[config.mk]
export PLATFORM = sky130hd
export DESIGN_NAME = eq_band_mixer
export DESIGN_NICKNAME = d
export VERILOG_FILES = /design/src/rtl/eq_band_mixer.sv
export SDC_FILE = /design/constraint.sdc
export NUM_CORES = 1
export LEC_CHECK = 0
export BUFFER_PORTS_ARGS = -buffer_cell sky130_fd_sc_hd__buf_2
export CELL_PAD_IN_SITES_DETAIL_PLACEMENT = 0
export CELL_PAD_IN_SITES_GLOBAL_PLACEMENT = 1
export CORE_ASPECT_RATIO = 0.7
export CORE_MARGIN = 3
export CORE_UTILIZATION = 45
export DETAILED_ROUTE_END_ITERATION = 10
export PLACE_DENSITY = 0.81
export SLEW_MARGIN = 20
export SYNTH_ARGS = -nofsm -noshare
export SYNTH_HDL_FRONTEND = slang
export SYNTH_SLANG_ARGS = --single-unit
[constraint.sdc]
create_clock -name clk -period 7.6 [get_ports clk]
set_input_delay 1.52 -clock clk [delete_from_list [all_inputs] [get_ports clk]]
set_output_delay 1.52 -clock clk [all_outputs]
set_load 0.05 [all_outputs]
[src/rtl/eq_band_mixer.sv]
// eq_band_mixer: per-sample gain-and-sum stage behind the equalizer FIR bank.
// Captures all band outputs and band gains on a sample strobe. It then
// multiply-accumulates them one band per cycle on a single shared multiplier.
// The sum is scaled by 1/64 and saturated to 24-bit signed audio.
//
// Ports:
//   clk       - clock, rising edge
//   rst       - asynchronous active-high reset
//   in_valid  - one-cycle sample strobe
//   bands_in  - NB x 24-bit signed band samples, band k at [24k+23:24k]
//   gains_in  - NB x GAIN_W-bit unsigned Q2.6 gains, band k at [GAIN_W*k +: GAIN_W]
//   audio_out - registered saturated mix, holds between updates
//   out_valid - one-cycle pulse when audio_out updates
//   clip      - registered with audio_out, 1 iff that sample saturated
//   busy      - high whenever the FSM is not idle (decoded from state)
//   overrun   - sticky, strobe arrived while busy; cleared only by rst
module eq_band_mixer #(
  parameter int unsigned NB     = 3,
  parameter int unsigned GAIN_W = 8
) (
  input  logic                   clk,
  input  logic                   rst,
  input  logic                   in_valid,
  input  logic [24*NB-1:0]       bands_in,
  input  logic [GAIN_W*NB-1:0]   gains_in,
  output logic [23:0]            audio_out,
  output logic                   out_valid,
  output logic                   clip,
  output logic                   busy,
  output logic                   overrun
);

  localparam int unsigned SAMP_W = 24;
  localparam int unsigned PROD_W = SAMP_W + GAIN_W + 1;
  localparam int unsigned ACC_W  = PROD_W + $clog2(NB);
  localparam int unsigned IDX_W  = (NB > 1) ? $clog2(NB) : 1;
  localparam int unsigned SHIFT  = 6;

  localparam logic [IDX_W-1:0]        LAST_IDX = IDX_W'(NB - 1);
  localparam logic signed [ACC_W-1:0] SAT_MAX  = ACC_W'(8388607);
  localparam logic signed [ACC_W-1:0] SAT_MIN  = ACC_W'(-8388608);

  typedef enum logic [1:0] {
    S_IDLE  = 2'd0,
    S_ACCUM = 2'd1,
    S_OUT   = 2'd2
  } state_t;

  state_t                    r_state;
  state_t                    w_state_nxt;
  logic                      w_capture;
  logic                      w_accum;
  logic                      w_emit;

  logic [SAMP_W*NB-1:0]      r_bands;
  logic [GAIN_W*NB-1:0]      r_gains;
  logic signed [ACC_W-1:0]   r_acc;
  logic [IDX_W-1:0]          r_idx;
  logic [SAMP_W-1:0]         r_audio;
  logic                      r_out_valid;
  logic                      r_clip;
  logic                      r_overrun;

  logic [SAMP_W-1:0]         w_band;
  logic [GAIN_W-1:0]         w_gain;
  logic signed [PROD_W-1:0]  w_band_x;
  logic signed [PROD_W-1:0]  w_gain_x;
  logic signed [PROD_W-1:0]  w_prod;
  logic signed [ACC_W-1:0]   w_res;
  logic                      w_sat_hi;
  logic                      w_sat_lo;
  logic [SAMP_W-1:0]         w_sat;

  // State register
  always_ff @(posedge clk or posedge rst) begin
    if (rst) r_state <= S_IDLE;
    else     r_state <= w_state_nxt;
  end

  // Next-state and datapath control decode
  always_comb begin
    w_state_nxt = r_state;
    w_capture   = 1'b0;
    w_accum     = 1'b0;
    w_emit      = 1'b0;
    case (r_state)
      S_IDLE: begin
        if (in_valid) begin
          w_capture   = 1'b1;
          w_state_nxt = S_ACCUM;
        end
      end
      S_ACCUM: begin
        w_accum = 1'b1;
        if (r_idx == LAST_IDX) w_state_nxt = S_OUT;
      end
      S_OUT: begin
        w_emit      = 1'b1;
        w_state_nxt = S_IDLE;
      end
      default: w_state_nxt = S_IDLE;
    endcase
  end

  // Shared multiplier: signed band times zero-extended (never signed) gain
  assign w_band   = r_bands[SAMP_W*r_idx +: SAMP_W];
  assign w_gain   = r_gains[GAIN_W*r_idx +: GAIN_W];
  assign w_band_x = PROD_W'($signed(w_band));
  assign w_gain_x = $signed(PROD_W'(w_gain));
  assign w_prod   = w_band_x * w_gain_x;

  // Q2.6 rescale (floor) and saturation to 24-bit signed
  assign w_res    = r_acc >>> SHIFT;
  assign w_sat_hi = (w_res > SAT_MAX);
  assign w_sat_lo = (w_res < SAT_MIN);
  assign w_sat    = w_sat_hi ? 24'h7F_FFFF :
                    w_sat_lo ? 24'h80_0000 : w_res[SAMP_W-1:0];

  // Datapath and output registers
  always_ff @(posedge clk or posedge rst) begin
    if (rst) begin
      r_bands     <= '0;
      r_gains     <= '0;
      r_acc       <= '0;
      r_idx       <= '0;
      r_audio     <= '0;
      r_out_valid <= 1'b0;
      r_clip      <= 1'b0;
      r_overrun   <= 1'b0;
    end else begin
      r_out_valid <= 1'b0;
      if (in_valid && (r_state != S_IDLE)) r_overrun <= 1'b1;
      if (w_capture) begin
        r_bands <= bands_in;
        r_gains <= gains_in;
        r_acc   <= '0;
        r_idx   <= '0;
      end
      if (w_accum) begin
        r_acc <= r_acc + ACC_W'(w_prod);
        r_idx <= r_idx + IDX_W'(1);
      end
      if (w_emit) begin
        r_audio     <= w_sat;
        r_clip      <= w_sat_hi | w_sat_lo;
        r_out_valid <= 1'b1;
      end
    end
  end

  assign audio_out = r_audio;
  assign out_valid = r_out_valid;
  assign clip      = r_clip;
  assign overrun   = r_overrun;
  assign busy      = (r_state != S_IDLE);

endmodule

==> metrics.csv, run 1 <==
stage;metric;value;unit
logic_synthesis;yosys-top-cells-count;440 x nand2_1, 252 x inv_1, 183 x fa_1;
global_route;gr-total-overflow;0;
run;max_cap_violations;0;
placement;gp_congestion;0.855;
sta;tightest_slew;1.02;ns
sta;fin_crit_sh;90.4;%
cts;cts_tree;built;
logic_synthesis;synth_edf_count;0;
critical_path;worstPathMaxFanout;49;
critical_path;crit_path_start_kind;flip-flop;
sta;rsz0062_at_grt;false;
logic_synthesis;ys_seq_elements;162;
critical_path;end_kind;flip-flop;
finish;nNetsFinal;2183;
finish;multi_input_area;9450;um2
sta;final.min_clock_period;6.87;ns
placement;detailed_place_hpwl;27900;um
critical_path;critical_path_required;7.94;ns
detailed_routing;dr.first_iter.drc_count;628;
detailed_routing;num_vias;11600;
logic_synthesis;synth_nets;2098;
cts;holdBufCountCts;0;
cts;cts_max_level;4;
global_route;grt_pass1_wl;60900;um
detailed_routing;wl;35200;um
cts;clkTransAtPathRegs;0.07;ns
detailed_routing;antenna_left;0;
critical_path;cp_slowest_cell;fa_1;
sta;skew;0.0156;ns
finish;antenna_cells;0;
global_route;grt_usage;21.6;%
cts;cts.path.max_buffers;2;
sta;finalWorstSetupSlack;0.728;ns
critical_path;path_cells;buf_4 > inv_1 > nor2_4 > buf_4 > a21o_1 > nand2_1 > fa_1 > fa_1 > inv_1 > fa_1 > fa_1 > inv_1 > fa_1 > inv_1 > ha_1 > and2_1 > nand4_1 > a21oi_1 > o31ai_1 > a21oi_1 > o211ai_1 > o22a_1 > nand4_1 > o311ai_1;
global_route;grt_max_degree;100;
floorplan;initial_core_util;46.5;%
sta;drv_slew;0;
placement;io_buffers;126;
cts;cts_buffers;17;
logic_synthesis;netlist_area;14700;um2
floorplan;rows;54;
cts;cts_sinks;162;
finish;fillers;3027;
detailed_routing;routed_via_density;5.16;
global_route;antenna_found_initial;0;
logic_synthesis;yosysTopAreaCell;dfrtp_1;
critical_path;crit_arrival;7.21;ns
logic_synthesis;yosysSeqAreaShare;27.5;%
logic_synthesis;yosys-top-cells-area;dfrtp_1 28%, fa_1 25%, nand2_1 11%, ha_1 6.5%, inv_1 6.4%;
floorplan;io_pins;127;
floorplan;chipHeight;157;um
placement;dp_slack;0.815;ns
logic_synthesis;synthArstFlopShare;100;%
logic_synthesis;ys.flop_type;dfrtp_1;
logic_synthesis;yosysMostFrequentCell;nand2_1;
worst_hold_path;holdCritPathClass;reg -> reg;
logic_synthesis;synth_cell_types;56;
sta;max_clock_freq;0.146;GHz
sta;hold-worst-slack;0.470;ns
logic_synthesis;syn_inst;1740;
logic_synthesis;yosysWarnings;0;
floorplan;die-area;35000;um2
finish;regArea;4060;um2
cts;cts_resized;0;
outcome;status;finished, final reports clean;
detailed_routing;drtPass1Iterations;5;
finish;syn_to_final_growth;10.9;%
logic_synthesis;yosys.area.top_type_share;27.5;%
cts;clock_latency;0.45;ns
logic_synthesis;syn_area_per_cell;8.47;um2
global_route;grt_pass1_vias;12200;
floorplan;core_area;31700;um2
finish;drive_above_1_share;11.0;%
cts;post_cts_buffers;0;
critical_path;crit_type;reg -> reg;
detailed_routing;drc_errors;0;
floorplan;die_w;222;um
sta;hold_viol;0;
critical_path;cp_slowest_stage_delay;0.54;ns
detailed_routing;routedWlPerCell;15.6;um
critical_path;path_delay_family;adder cells;
critical_path;crit_buf_inv;6;
cts;cts-root-buf;clkbuf_16;
sta;tns;0;ns
sta;relSlewSlack;32.2;%
critical_path;cpMostUsedCell;fa_1;
sta;setup_violations;0;
## placed cells by master, fill, tap and decap left out, types with 5 or more instances in the layout
cell,n
xnor2_1,21
o21ai_1,15
buf_2,126
mux2i_1,34
nand3_1,31
xor2_1,9
nand2b_1,6
clkinv_4,5
nor2b_1,6
ha_1,76
dfrtp_1,161
a21oi_1,82
fa_1,183
buf_4,22
clkbuf_16,17
o21ai_0,65
nor2_1,151
inv_1,251
nor3_1,7
nand2_1,439
a31oi_1,7
a21o_1,38
nand4_1,9
## final timing paths
| kind | startpoint | endpoint | slack (ns) | cells after the start |
|---|---|---|---|---|
| setup / recovery | r_idx[0] | r_acc[32] | 0.73 | 24 |
| hold / removal | overrun | overrun | 0.47 | 1 |
| setup reg to reg | r_idx[0] | r_acc[32] | 0.73 | 24 |
| hold reg to reg | overrun | overrun | 0.47 | 1 |
| max in group asynchronous | rst | audio_out[20] | 4.90 | 3 |
| min in group asynchronous | rst | r_gains[0] | 1.24 | 2 |
## sequential cells by signal, indices dropped and copies added (netlist names)
signal / count
r_bands: 72
r_acc: 35
audio_out: 24
r_gains: 24
r_idx: 2
r_state: 2
clip: 1
out_valid: 1
overrun: 1
## cell families (layout without fill, tap and decap cells)
logic type / count (synthesis) / after routing / synth area share [%]
and+or+nand+nor: 677 / 677 / 18.5
buffers and inverters: 334 / 432 / 8.63
adders and majority gates: 259 / 259 / 31.3
AOI/OAI and AO/OA: 243 / 243 / 9.91
DFF: 162 / 162 / 27.5
muxes: 35 / 35 / 2.39
xor gates and xnor gates: 30 / 30 / 1.78
## cell type report
| cell class | instances | area share (%) |
|---|---|---|
| inverters | 252 | 5.82 |
| clock inverters | 12 | 0.758 |
| well taps | 420 | 3.22 |
| flip-flops and latches | 162 | 24.8 |
| repair buffers | 148 | 4.87 |
| clock buffers | 20 | 2.67 |
| multi-input cells | 1244 | 57.8 |
## metal layers
metal | global-route usage [%] | up-vias | share of wire (%)
met3 | 3.36 | 36 | 3.9
li1 | - | 5570 | -
met2 | 36.2 | 233 | 47
met1 | 29.8 | 5810 | 47
met4 | 5.11 | 0 | 1.5
met5 | 0 | - | 0
## metrics by stage
step / std cells / instance area (um2) / util (%)
floorplan: 1740 / 14700 / -
global placement: 2226 / 15800 / 49.8
detailed placement: 2226 / 15800 / 49.8
CTS: 2258 / 16300 / 51.5
global route: 2258 / 16300 / 51.6
finish: 2258 / 16300 / 51.6
Power of run 1 is not shown: default switching activity piles up to over one toggle a cycle in this logic, so the estimate is an artifact.
==> run 2: changes to the inputs <==
clock period = 8.2 ns   (was 7.6 ns; I/O delays follow)
==> run 2 against run 1 <==
Net effect:
- die area unchanged
- setup slack better by 0.59 ns
- wire length grew 0.51%
- register-to-register slack improved by 0.59 ns
- sequential cell count stayed put
- utilization is 0.055 points higher
- global-route usage shrank 0.080 points
- fmax shrank 0.15%
- sequential share of layout area is essentially flat
- critical path depth shrank 1
- clock skew fell by 0.0050 ns
- via count decreased by 0.64%
==> metrics.csv, run 2 (synthesized netlist as in run 1, its figures left out) <==
stage;metric;value;unit;change
outcome;status;finished, final reports clean;;
cts;cts_resized;0;;unchanged
critical_path;crit_path_start_kind;flip-flop;;
global_route;antenna_found_initial;0;;unchanged
global_route;grt_pass1_vias;12200;;+0.45%
critical_path;path_cells;buf_4 > buf_4 > mux2i_1 > nor2_1 > a21oi_1 > nor2_1 > fa_1 > fa_1 > fa_1 > fa_1 > inv_1 > fa_1 > inv_1 > ha_1 > a21o_1 > a21oi_1 > nor2_1 > a311oi_1 > nand3_1 > o211ai_1 > o22a_1 > nand4_1 > o311ai_1;;
sta;relSlewSlack;39.0;%;+6.9 points
critical_path;cp_slowest_cell;dfrtp_2;;
sta;tightest_slew;0.914;ns;-0.103 ns
global_route;gr-total-overflow;0;;unchanged
global_route;use_met1;28.4;%;-1.4 points
floorplan;initial_core_util;46.5;%;unchanged
cts;holdBufCountCts;0;;unchanged
critical_path;worstPathMaxFanout;17;;-65%
placement;gp_congestion;0.856;;about the same
sta;max_clock_freq;0.145;GHz;-0.15%
detailed_routing;num_vias;11600;;-0.64%
floorplan;die-area;35000;um2;unchanged
critical_path;reg2reg_to;r_acc[32];;
global_route;grt_usage;21.5;%;-0.080 points
cts;cts_tree;built;;
sta;finalWorstSetupSlack;1.32;ns;+0.590 ns
cts;post_cts_buffers;0;;unchanged
critical_path;cpMostUsedCell;fa_1;;
sta;rsz0062_at_grt;false;;
sta;drv_slew;0;;unchanged
global_route;grt_pass1_wl;60700;um;-0.36%
cts;clkTransAtPathRegs;0.07;ns;about the same
worst_hold_path;hold_depth;1;;unchanged
detailed_routing;antenna_left;0;;unchanged
cts;cts_sinks;162;;unchanged
detailed_routing;routedWlPerCell;15.7;um;+0.64%
sta;fin_crit_sh;83.9;%;-6.5 points
sta;final.min_clock_period;6.88;ns;+0.0101 ns
finish;antenna_cells;0;;unchanged
global_route;busiest_layer;met2;;
finish;reg_top3;r_bands (72), r_acc (35);;
finish;largest_register;r_bands;;
finish;nNetsFinal;2180;;-0.14%
critical_path;reg2reg_depth;23;;-4.2%
finish;fillers;3018;;-0.30%
finish;mostFrequentLayoutCells;439 x nand2_1, 251 x inv_1, 183 x fa_1;;
cts;cts.path.max_buffers;2;;unchanged
finish;stdcell_area;16400;um2;+0.11%
finish;drive_above_1_share;11.0;%;+0.018 points
detailed_routing;wl;35400;um;+0.51%
placement;dp_slack;1.47;ns;+0.655 ns
floorplan;die_w;222;um;unchanged
sta;hold_viol;0;;unchanged
global_route;use_met2;36.8;%;+0.57 points
placement;detailed_place_hpwl;28100;um;+0.84%
floorplan;chipHeight;157;um;unchanged
critical_path;timing.rr.start;r_idx[1];;
floorplan;core_area;31700;um2;unchanged
critical_path;r2r_slack;1.32;ns;+0.59 ns
detailed_routing;routed_via_density;5.13;;-0.51%
run;max_cap_violations;0;;unchanged
finish;layout_commonest_cell;nand2_1;;
sta;skew;0.0105;ns;-0.00503 ns
placement;placed_area;15700;um2;-0.14%
detailed_routing;drc_errors;0;;unchanged
global_route;grt_use_met3;4.51;%;+1.2 points
placement;io_buffers;126;;unchanged
finish;largest_reg_flops;72;;unchanged
critical_path;critical_path_required;8.55;ns;+0.61 ns
placement;dp.cells;2223;;-0.13%
cts;clock_latency;0.45;ns;about the same
cts;cts-root-buf;clkbuf_16;;
worst_hold_path;holdPathEnd;overrun;;
finish;final_cells;2255;;-0.13%
critical_path;crit_arrival;7.23;ns;+0.02 ns
global_route;grt_max_degree;92;;-8.0%
floorplan;io_pins;127;;unchanged
sta;setup_violations;0;;unchanged
sta;tns;0;ns;unchanged
critical_path;crit_type;reg -> reg;;
cts;cts_max_level;4;;unchanged
worst_hold_path;holdCritPathClass;reg -> reg;;
floorplan;rows;54;;unchanged
detailed_routing;drtPass1Iterations;7;;+2
finish;syn_to_final_growth;11.0;%;
cts;cts_buffers;17;;unchanged
critical_path;end_kind;flip-flop;;
critical_path;cp_slowest_stage_delay;0.57;ns;+0.03 ns
detailed_routing;dr.first_iter.drc_count;770;;+23%
worst_hold_path;min_from;overrun;;
## run 2: layer usage
layer,part of all wire [%],up-vias
met5,0,-
met4,1.5,0
met3,4.3,40
met2,49,193
met1,46,5774
li1,-,5567
## run 2: metrics by stage
| step | hold WS, ns | util, % |
|---|---|---|
| final | 0.453 | 51.6 |
| after global routing | 0.490 | 51.6 |
| after CTS | 0.457 | 51.6 |
| after detailed placement | 0.441 | 49.7 |
| after global placement | 0.441 | 49.7 |
| after floorplan | 0.445 | - |
## run 2: layout make-up
cell class	instances	area, um2	area share, %
Multi-Input combinational cell	1244	9450	57.8
Clock inverter	15	171	1.05
Tap cell	420	526	3.21
Inverter	252	951	5.81
Sequential cell	162	4060	24.8
Clock buffer	17	425	2.60
Timing Repair Buffer	145	777	4.75
## run 2: worst max-delay path by stage
stage | slack, ns | cells past startpoint | to | start
floorplan | 1.93 | 25 | r_acc[34] | r_idx[1]
global placement | 1.54 | 25 | r_acc[28] | r_idx[1]
detailed placement | 1.47 | 23 | r_acc[28] | r_idx[1]
CTS | 1.43 | 23 | r_acc[32] | r_idx[1]
global route | 0.98 | 23 | r_acc[34] | r_idx[1]
finish | 1.32 | 23 | r_acc[32] | r_idx[1]
## run 2: critical path, delay by kind of cell (launching register included)
family          cells  cell delay (ns)
simple gates        5             0.46
mux                 1             0.21
compound gates      7             1.87
flops               1             0.57
fa+ha+maj           6             2.89
buf+inv             4             0.76
Power of run 2 is left out for the same reason.
==> run 3: changes to the inputs <==
CORE_UTILIZATION = 42   (was 45)
PLACE_DENSITY = 0.8   (was 0.81)
clock period = 5.9 ns   (was 8.2 ns; I/O delays follow)
==> run 3 against run 2 <==
Net effect:
- the flow now finishes with violations (negative setup slack)
- global-route usage up 0.088 points
- die area up 6.9%
- cell area up 15%
- wire length up 7.7%
- critical path depth up 2
==> metrics.csv, run 3 (synthesized netlist as in run 1, its figures left out) <==
stage;metric;value;unit;change
outcome;status;finished with violations;;
outcome;violations;negative setup slack;;
sta;drv_slew;0;;unchanged
worst_hold_path;holdCritPathClass;reg -> reg;;
sta;finalWorstSetupSlack;-0.147;ns;-1.47 ns
floorplan;die_w;230;um;+3.4%
run;max_cap_violations;0;;unchanged
floorplan;rows;56;;+3.7%
critical_path;critical_path_required;6.24;ns;-2.31 ns
finish;postLayoutCoreUtil;55.4;%;+3.8 points
finish;mostFrequentLayoutCells;428 x nand2_1, 245 x inv_1, 188 x buf_4;;
finish;multi_input_area;10100;um2;+6.8%
global_route;grt_pass1_wl;65100;um;+7.2%
finish;largest_reg_flops;72;;unchanged
sta;hold_viol;0;;unchanged
floorplan;core_area;34100;um2;+7.5%
placement;detailed_place_hpwl;29900;um;+6.4%
sta;setup_violations;8;;+8
critical_path;worstPathMaxFanout;7;;-10
finish;antenna_cells;0;;unchanged
cts;cts_tree;built;;
placement;placed_area;17300;um2;+9.6%
global_route;gr-total-overflow;0;;unchanged
sta;fin_crit_sh;102;%;+19 points
critical_path;crit_path_start_kind;flip-flop;;
floorplan;chipHeight;163;um;+3.4%
detailed_routing;routed_via_density;4.98;;-3.0%
finish;largest_register;r_bands;;
global_route;grt_pass1_vias;13100;;+7.2%
detailed_routing;antenna_left;0;;unchanged
detailed_routing;num_vias;12400;;+7.5%
finish;regArea;4060;um2;unchanged
global_route;antenna_found_initial;2;;+2
critical_path;r2r_slack;-0.15;ns;-1.47 ns
critical_path;crit_arrival;6.39;ns;-0.84 ns
cts;cts-root-buf;clkbuf_16;;
critical_path;end_kind;flip-flop;;
finish;fillers;3158;;+4.6%
global_route;grt_usage;21.6;%;+0.088 points
cts;cts_max_level;4;;unchanged
sta;tightest_slew;0.859;ns;-0.0552 ns
detailed_routing;routedWlPerCell;15.3;um;-2.8%
cts;clkTransAtPathRegs;0.08;ns;about the same
sta;skew;0.0160;ns;+0.00548 ns
sta;rsz0062_at_grt;true;;
floorplan;io_pins;127;;unchanged
floorplan;initial_core_util;43.3;%;-3.2 points
placement;io_buffers;126;;unchanged
cts;cts.path.max_buffers;2;;unchanged
critical_path;crit_type;reg -> reg;;
cts;clock_latency;0.46;ns;about the same
placement;gp_congestion;0.907;;+6.0%
cts;cts_sinks;162;;unchanged
sta;final.min_clock_period;6.05;ns;-0.835 ns
finish;syn_to_final_growth;28.0;%;
global_route;grt_max_degree;96;;+4.3%
finish;stdcell_area;18900;um2;+15%
sta;relSlewSlack;42.7;%;+3.7 points
finish;nNetsFinal;2380;;+9.2%
finish;layout_commonest_cell;nand2_1;;
detailed_routing;dr.first_iter.drc_count;653;;-15%
detailed_routing;drtPass1Iterations;5;;-2
sta;hold-worst-slack;0.457;ns;+0.00457 ns
detailed_routing;wl;38100;um;+7.7%
floorplan;die-area;37400;um2;+6.9%
detailed_routing;drc_errors;0;;unchanged
sta;max_clock_freq;0.165;GHz;+14%
cts;cts_buffers;17;;unchanged
finish;reg_top3;r_bands (72), r_acc (35);;
finish;drive_above_1_share;24.7;%;+14 points
[run 3: cell count changes in the layout (fill, tap and decap cells not counted), moves of 12 or more]
cell / before / now
a21oi_1: 82 / 62
o21ai_0: 65 / 51
nor2_1: 151 / 135
ha_1: 76 / 55
o21ai_1: 15 / 27
ha_4: 0 / 21
buf_12: 0 / 16
a21oi_2: 4 / 21
nor2_2: 0 / 15
buf_4: 18 / 188
[run 3: metrics by stage]
| stage | setup WS (ns) | cells | TNS [ns] |
|---|---|---|---|
| 2_1_floorplan | 0.00505 | 1740 | 0 |
| 3_3_place_gp | -0.186 | 2437 | -0.873 |
| 3_5_place_dp | -0.247 | 2437 | -2.04 |
| 4_1_cts | -0.143 | 2487 | -0.658 |
| 5_1_grt | -0.437 | 2499 | -4.44 |
| 6_report | -0.147 | 2499 | -0.545 |
[run 3: final timing paths]
check,to,from,cells after the start
worst min-delay path,overrun,overrun,1
worst max register to register,r_acc[34],r_idx[1],25
worst min register to register,overrun,overrun,1
min in group asynchronous,r_bands[0],rst,2
worst max-delay path,r_acc[34],r_idx[1],25
max in group asynchronous,r_bands[2],rst,3
[run 3: worst max-delay path, stage by stage (launching register included)]
cell and delay (ns):
dfrtp_2 0.51, buf_12 0.18, mux2i_1 0.13, o21ai_1 0.18, buf_6 0.17, buf_12 0.13, buf_4 0.10, nand2_1 0.07
fa_1 0.53, inv_1 0.05, fa_1 0.49, fa_1 0.52, fa_1 0.54, inv_1 0.05, fa_1 0.50, inv_1 0.06
ha_4 0.25, a21oi_1 0.14, nor2b_1 0.08, o21ai_1 0.20, a21oi_1 0.09, a311oi_1 0.21, a21bo_2 0.29, o22ai_2 0.12
nor2_1 0.07, a211o_1 0.27
[run 3: repair_timing]
action | in CTS | in global routing
hold buffers | 0 | 0
setup endpoints to repair | 17 | 24
cloned | 2 | 1
buffers inserted | 16 | 11
pin swaps | 34 | 23
resized for setup | 71 | 69
endpoints found under the hold margin | 0 | 0
[run 3: cell type report]
class                           instances  area share (%)
Sequential cell                       162            21.5
Inverter                              252            5.04
Multi-Input combinational cell       1244            53.5
Timing Repair Buffer                  345            13.7
Clock inverter                         13           0.783
Clock buffer                           19            2.40
Tap cell                              464            3.08
[run 3: layer usage]
layer | global-route usage, % | routed length, um | vias to the layer above
met3 | 3.62 | 1800 | 39
met2 | 36.4 | 18500 | 235
li1 | - | - | 5977
met5 | 0 | 0 | -
met4 | 4.67 | 514 | 0
met1 | 29.6 | 17300 | 6195
Power of run 3 is left out for the same reason.
